<file path="src/rtl/imem_loader.sv">
// imem_loader: boot-time loader that assembles little-endian 32-bit words
// from a length-prefixed byte stream and writes them to instruction memory.
//
// Ports:
//   clk, reset      - clock, asynchronous active-high reset
//   start           - one-cycle pulse, begins a load when not busy
//   byte_valid/data - byte source, transfers when byte_valid & byte_ready
//   byte_ready      - loader can accept a byte this cycle
//   wr_en/addr/data - instruction-memory write port, one strobe per word
//   core_reset      - holds the core in reset until a clean load finishes
//   busy, done      - load in progress / last load finished
//   overflow        - header exceeded capacity, excess words discarded
//   csum_err        - trailing checksum byte mismatched
//
// Optional feature: define IMEM_LOADER_CHECKSUM_EN to expect one trailing
// checksum byte (8-bit sum of all data bytes) after the payload.

module imem_loader #(
    parameter int PC_W  = 8,
    parameter int INS_W = 32
) (
    input  logic             clk,
    input  logic             reset,
    input  logic             start,
    input  logic             byte_valid,
    input  logic [7:0]       byte_data,
    output logic             byte_ready,
    output logic             wr_en,
    output logic [PC_W-1:0]  wr_addr,
    output logic [INS_W-1:0] wr_data,
    output logic             core_reset,
    output logic             busy,
    output logic             done,
    output logic             overflow,
    output logic             csum_err
);

    // Capacity in words; word indices at or above it are dropped.
    localparam logic [31:0] CAP = 32'(1) << (PC_W - 2);

    typedef enum logic [2:0] {
        S_IDLE,
        S_HDR,
        S_DATA,
        S_WRITE,
`ifdef IMEM_LOADER_CHECKSUM_EN
        S_CSUM,
`endif
        S_DONE
    } state_t;

    state_t           state_q, state_d;
    logic [7:0]       n_q, n_d;
    logic [7:0]       widx_q, widx_d;
    logic [1:0]       bidx_q, bidx_d;
    logic [INS_W-1:0] word_q, word_d;
    logic             ovf_q, ovf_d;
    logic             accept;
    logic             in_range;
    logic             last_word;
    state_t           fin_state;

`ifdef IMEM_LOADER_CHECKSUM_EN
    logic [7:0]       sum_q, sum_d;
    logic             cerr_q, cerr_d;
    assign fin_state = S_CSUM;
`else
    assign fin_state = S_DONE;
`endif

    // Handshake side: ready purely from state so sources see a stable level.
    always_comb begin
        byte_ready = 1'b0;
        unique case (state_q)
            S_HDR:   byte_ready = 1'b1;
            S_DATA:  byte_ready = 1'b1;
`ifdef IMEM_LOADER_CHECKSUM_EN
            S_CSUM:  byte_ready = 1'b1;
`endif
            default: byte_ready = 1'b0;
        endcase
    end

    assign accept    = byte_valid & byte_ready;
    assign in_range  = {24'd0, widx_q} < CAP;
    assign last_word = ({1'b0, widx_q} + 9'd1) == {1'b0, n_q};

    always_comb begin
        state_d = state_q;
        n_d     = n_q;
        widx_d  = widx_q;
        bidx_d  = bidx_q;
        word_d  = word_q;
        ovf_d   = ovf_q;
`ifdef IMEM_LOADER_CHECKSUM_EN
        sum_d   = sum_q;
        cerr_d  = cerr_q;
`endif
        wr_en   = 1'b0;
        wr_addr = '0;
        wr_data = '0;

        unique case (state_q)
            S_IDLE, S_DONE: begin
                if (start) begin
                    state_d = S_HDR;
                    ovf_d   = 1'b0;
`ifdef IMEM_LOADER_CHECKSUM_EN
                    cerr_d  = 1'b0;
`endif
                end
            end

            S_HDR: begin
                if (accept) begin
                    n_d    = byte_data;
                    widx_d = '0;
                    bidx_d = '0;
`ifdef IMEM_LOADER_CHECKSUM_EN
                    sum_d  = '0;
`endif
                    if (byte_data == 8'd0) begin
                        state_d = fin_state;
                    end else begin
                        state_d = S_DATA;
                    end
                end
            end

            S_DATA: begin
                if (accept) begin
                    // Little-endian: first byte of a word lands in [7:0].
                    unique case (bidx_q)
                        2'd0: word_d[7:0]   = byte_data;
                        2'd1: word_d[15:8]  = byte_data;
                        2'd2: word_d[23:16] = byte_data;
                        2'd3: word_d[31:24] = byte_data;
                        default: ;
                    endcase
                    bidx_d = bidx_q + 2'd1;
`ifdef IMEM_LOADER_CHECKSUM_EN
                    sum_d  = sum_q + byte_data;
`endif
                    if (bidx_q == 2'd3) begin
                        state_d = S_WRITE;
                    end
                end
            end

            S_WRITE: begin
                wr_addr = PC_W'({widx_q, 2'b00});
                wr_data = word_q;
                // Words past capacity are consumed but never written.
                if (in_range) begin
                    wr_en = 1'b1;
                end else begin
                    ovf_d = 1'b1;
                end
                widx_d = widx_q + 8'd1;
                if (last_word) begin
                    state_d = fin_state;
                end else begin
                    state_d = S_DATA;
                end
            end

`ifdef IMEM_LOADER_CHECKSUM_EN
            S_CSUM: begin
                if (accept) begin
                    cerr_d  = (byte_data != sum_q);
                    state_d = S_DONE;
                end
            end
`endif

            default: state_d = S_IDLE;
        endcase
    end

    always_ff @(posedge clk or posedge reset) begin
        if (reset) begin
            state_q <= S_IDLE;
            n_q     <= '0;
            widx_q  <= '0;
            bidx_q  <= '0;
            word_q  <= '0;
            ovf_q   <= 1'b0;
        end else begin
            state_q <= state_d;
            n_q     <= n_d;
            widx_q  <= widx_d;
            bidx_q  <= bidx_d;
            word_q  <= word_d;
            ovf_q   <= ovf_d;
        end
    end

`ifdef IMEM_LOADER_CHECKSUM_EN
    always_ff @(posedge clk or posedge reset) begin
        if (reset) begin
            sum_q  <= '0;
            cerr_q <= 1'b0;
        end else begin
            sum_q  <= sum_d;
            cerr_q <= cerr_d;
        end
    end
    assign csum_err = cerr_q;
`else
    assign csum_err = 1'b0;
`endif

    assign done     = (state_q == S_DONE);
    assign overflow = ovf_q;

    always_comb begin
        busy = 1'b0;
        unique case (state_q)
            S_HDR:   busy = 1'b1;
            S_DATA:  busy = 1'b1;
            S_WRITE: busy = 1'b1;
`ifdef IMEM_LOADER_CHECKSUM_EN
            S_CSUM:  busy = 1'b1;
`endif
            default: busy = 1'b0;
        endcase
    end

    // The core is released only by a load that ended without a checksum error.
    assign core_reset = ~(done & ~csum_err);

endmodule

</file>
<file path="config.mk">
export PLATFORM = sky130hd
export DESIGN_NAME = imem_loader
export DESIGN_NICKNAME = d
export VERILOG_FILES = /design/src/rtl/imem_loader.sv
export SDC_FILE = /design/constraint.sdc
export NUM_CORES = 1
export LEC_CHECK = 0
export CAP_MARGIN = 20
export CORE_MARGIN = 3
export CORE_UTILIZATION = 51
export DETAILED_ROUTE_END_ITERATION = 6
export HOLD_SLACK_MARGIN = 0.06
export PLACE_DENSITY = 0.79
export SYNTH_ARGS = -nofsm -noshare
export SYNTH_HDL_FRONTEND = slang
export SYNTH_SLANG_ARGS = --single-unit
export TNS_END_PERCENT = 1
</file>
<file path="constraint.sdc">
create_clock -name clk -period 2.2 [get_ports clk]
set_clock_uncertainty 0.15 [all_clocks]
set_input_delay 0.33 -clock clk [delete_from_list [all_inputs] [get_ports clk]]
set_output_delay 0.33 -clock clk [all_outputs]
set_load 0.05 [all_outputs]
</file>
==> results by group <==
Outcome
  – Status: finished clean

CTS
  – CTS sink count: 54
  – Clk buf depth: 2
  – Hold Buf Count CTS: 0
  – Clk slew on worst S/H paths: 100 ps
  – Clock root buffer: clkbuf_8
  – CTS buffer count: 5
  – H-tree levels: 2
  – Clk_lat worst skew: between 300 and 400 ps
  – CTS tree: done

STA
  – Final hold vios: 0
  – Worst Max-Slew Pin Slew: 527.0 ps
  – Final worst path period need: around 2100 ps
  – RSZ-0062 raised after global routing: false
  – Fin Hold WS: around 240 ps
  – Fmax: 0.4774 GHz
  – Setup Viol. Count Final: 0
  – Final period util: 95.21%
  – Slew HR: roughly 65%
  – Final Slew Violations: 0

Power
  – Clock share of power: under 10%
  – Net Switching: 2508 uW
  – Power share of the sequential group: between 30 and 40%
  – Worst vdd ir: 0.0009387 V
  – Pint: approximately 3300 uW
  – Combinational cell fraction of total power: between 50% and 60%
  – Power density over cell area: approximately 1500 nW/um^2
  – Leakage: approximately 0.0017 uW
  – Net Sw Frac: 43.00%
  – Total power draw: 5833 uW

Drt
  – WL per Instance: 17.25 microns
  – Detailed Route WL: a little under 7000 microns
  – Vias/cell: 5.490
  – Total number of vias: about 2200
  – DRT Pass-1 Iters: 5
  – Routed Antenna Nets: 0
  – Drt drc: 0
  – DRT iter0 DRCs: 89

Yosys
  – Synth Cell Area: 2806 sq um
  – Ys async rst share: 100.0%
  – Top_reg_cell synth: dfrtp_1
  – Post-synthesis cell count: 262
  – Synth Register Bits: 54
  – Avg Cell Area, Syn: around 11 sq um
  – Post-synth EDFFs: 0
  – Unique masters post-synth: 38
  – Synth warn: 0
  – Sequential-to-total area share from yosys stat: a little under 50%

Place
  – DP HPWL: around 4900 microns
  – GPL Wtd Cong: between 0.8 and 0.9
  – Placed instance area: 3919 sq um
  – Port Buffers: between 50 and 60

Worst setup path
  – Crit path capture type: output port
  – Critical path's slowest cell: dfrtp_2
  – Startpoint Class: flop
  – Crit path max fanout: 6
  – Worst stage delay on the critical path: ~440 ps
  – Crit path cell chain: inv_1 > or3_1 > nor3_4 > buf_12
  – Crit Path Category: reg2out
  – Critical Path AT: between 1500 and 2000 ps
  – Worst EP required: ~1700 ps

Die
  – Die W: about 80 microns
  – Starting Density: 53.92%
  – Vert. Die Dim: approximately 80 microns
  – # IOs: 59
  – # rows: 26
  – Core ar.: roughly 5200 sq um
  – Die ar.: between 6000 and 7000 sq um

Global route
  – Met2 Usage GRT: ~37%
  – First-pass GRT wire length: between 10000 and 15000 microns
  – Initial antenna violation count: 0
  – Pin count of the biggest net entering global routing: 55
  – Vias in the first global route: around 2200
  – Grt met1 use: a little under a third
  – GRT Total Usage: roughly 23%
  – Congestion Overflow GR: 0
  – Met3 GRT Util: 6.166%
  – Most used routing layer: met2

Layout
  – Util after Layout: a little under 80%
  – ANT cells: 0
  – Most common cell after layout, fill and taps aside: dfrtp_1
  – Area Growth Syn to Fin: 43.25%
  – Final nets: around 340
  – Layout cells sized above 1: a little under two fifths
  – Fill cell count: 329
  – Commonest non-fill, non-tap cells in the layout: 51 x dfrtp_1, 42 x buf_12, 39 x mux2_2
  – Fin area: between 4000 and 5000 sq um

Worst hold path
  – Hold crit path type: in2async

Job
  – Max_cap viols: 0
-- worst max-delay path: cells and delay by family, from the launching register on --
family | cells | cell delay (ps)
buffers and inverters | 2 | 270
DFF | 1 | 440
and+or+nand+nor | 2 | 600
-- path summary, 6_finish.rpt --
| kind | cells past startpoint | end | slack, ps | startpoint |
|---|---|---|---|---|
| hold reg to reg | 2 | overflow$_DFFE_PP0P_ | 350 | overflow$_DFFE_PP0P_ |
| hold / removal | 3 | widx_q[1]$_DFFE_PP0P_ | 240 | reset |
| setup reg to reg | 6 | state_q[2]$_DFFE_PP0P_ | 180 | widx_q[1]$_DFFE_PP0P_ |
| setup / recovery | 4 | wr_en | 110 | state_q[0]$_DFFE_PP0P_ |
| min in group clk | 2 | overflow$_DFFE_PP0P_ | 350 | overflow$_DFFE_PP0P_ |
| max in group asynchronous | 3 | state_q[2]$_DFFE_PP0P_ | 1410 | reset |
-- registers in the layout (all words and copies together) (netlist names) --
name	cells
widx_q	8
word_q	32
overflow	1
n_q	8
state_q	3
bidx_q	2
-- synth_stat cells, drive strengths merged, types with 2 or more instances --
cell    instances  share of area (%)
o21ai          17                3.0
nand2          22                3.3
inv             7               0.94
xnor2           7                2.2
nor2           16                2.2
buf             9                2.1
nand3           4               0.71
clkbuf          7               0.98
mux2           39                 16
or3             2               0.45
and2           38                8.5
nor4b           2                1.4
dfrtp          54                 48
a21oi           4               0.71
ha              5                2.2
nand4           2               0.45
xor2            5                1.6
nor4            3               0.89
a31oi           4               0.89
nor3            3               0.53
-- per-layer routing --
layer  up-vias  routed length [microns]
li1       1015                        -
met1      1086                     3040
met2        76                     3264
met3         8                      470
met4         0                       87
met5         -                        0
-- through the flow --
step	setup slack [ps]	setup TNS (ps)	std cells
floorplan	138.3	0	264
global placement	35.86	0	389
detailed placement	-12.92	-55.25	389
CTS	81.49	0	397
global route	2.895	0	398
finish	105.5	0	398
-- power by group through the flow --
| stage | logic [uW] | registers [uW] | clock network, uW |
|---|---|---|---|
| floorplan | 2150 | 1660 | 0 |
| global placement | 3350 | 1790 | 0 |
| global route | 3690 | 1870 | 606 |
| CTS | 3470 | 1800 | 559 |
| finish | 3460 | 1810 | 557 |
| detailed placement | 3430 | 1810 | 0 |
-- layout make-up --
| class | instances | area [sq um] | share of cell area, % |
|---|---|---|---|
| sequential | 54 | 1355 | 33.71 |
| timing repair buffer | 72 | 1100 | 27.36 |
| clock buffer | 6 | 72.57 | 1.805 |
| inverter | 7 | 26.28 | 0.6536 |
| multi-input combinational | 187 | 1365 | 33.96 |
| clock inverter | 2 | 13.76 | 0.3424 |
| tap | 70 | 87.58 | 2.179 |
-- cell families after synthesis --
kind of cell	synth area share, %
buffers and inverters	3.968
xor gates and xnor gates	3.745
DFF	48.15
adders and majority gates	2.229
AOI/OAI and AO/OA	6.688
muxes	15.65
and+or+nand+nor	19.44
other	0.1336
-- what timing repair did --
item,4_1_cts,5_1_grt
setup buffers,0,1
hold endpoints to repair,0,0
gates resized for setup,3,1
setup endpoints to repair,6,3
cloned,0,0
(Power assumes the default switching activity.)
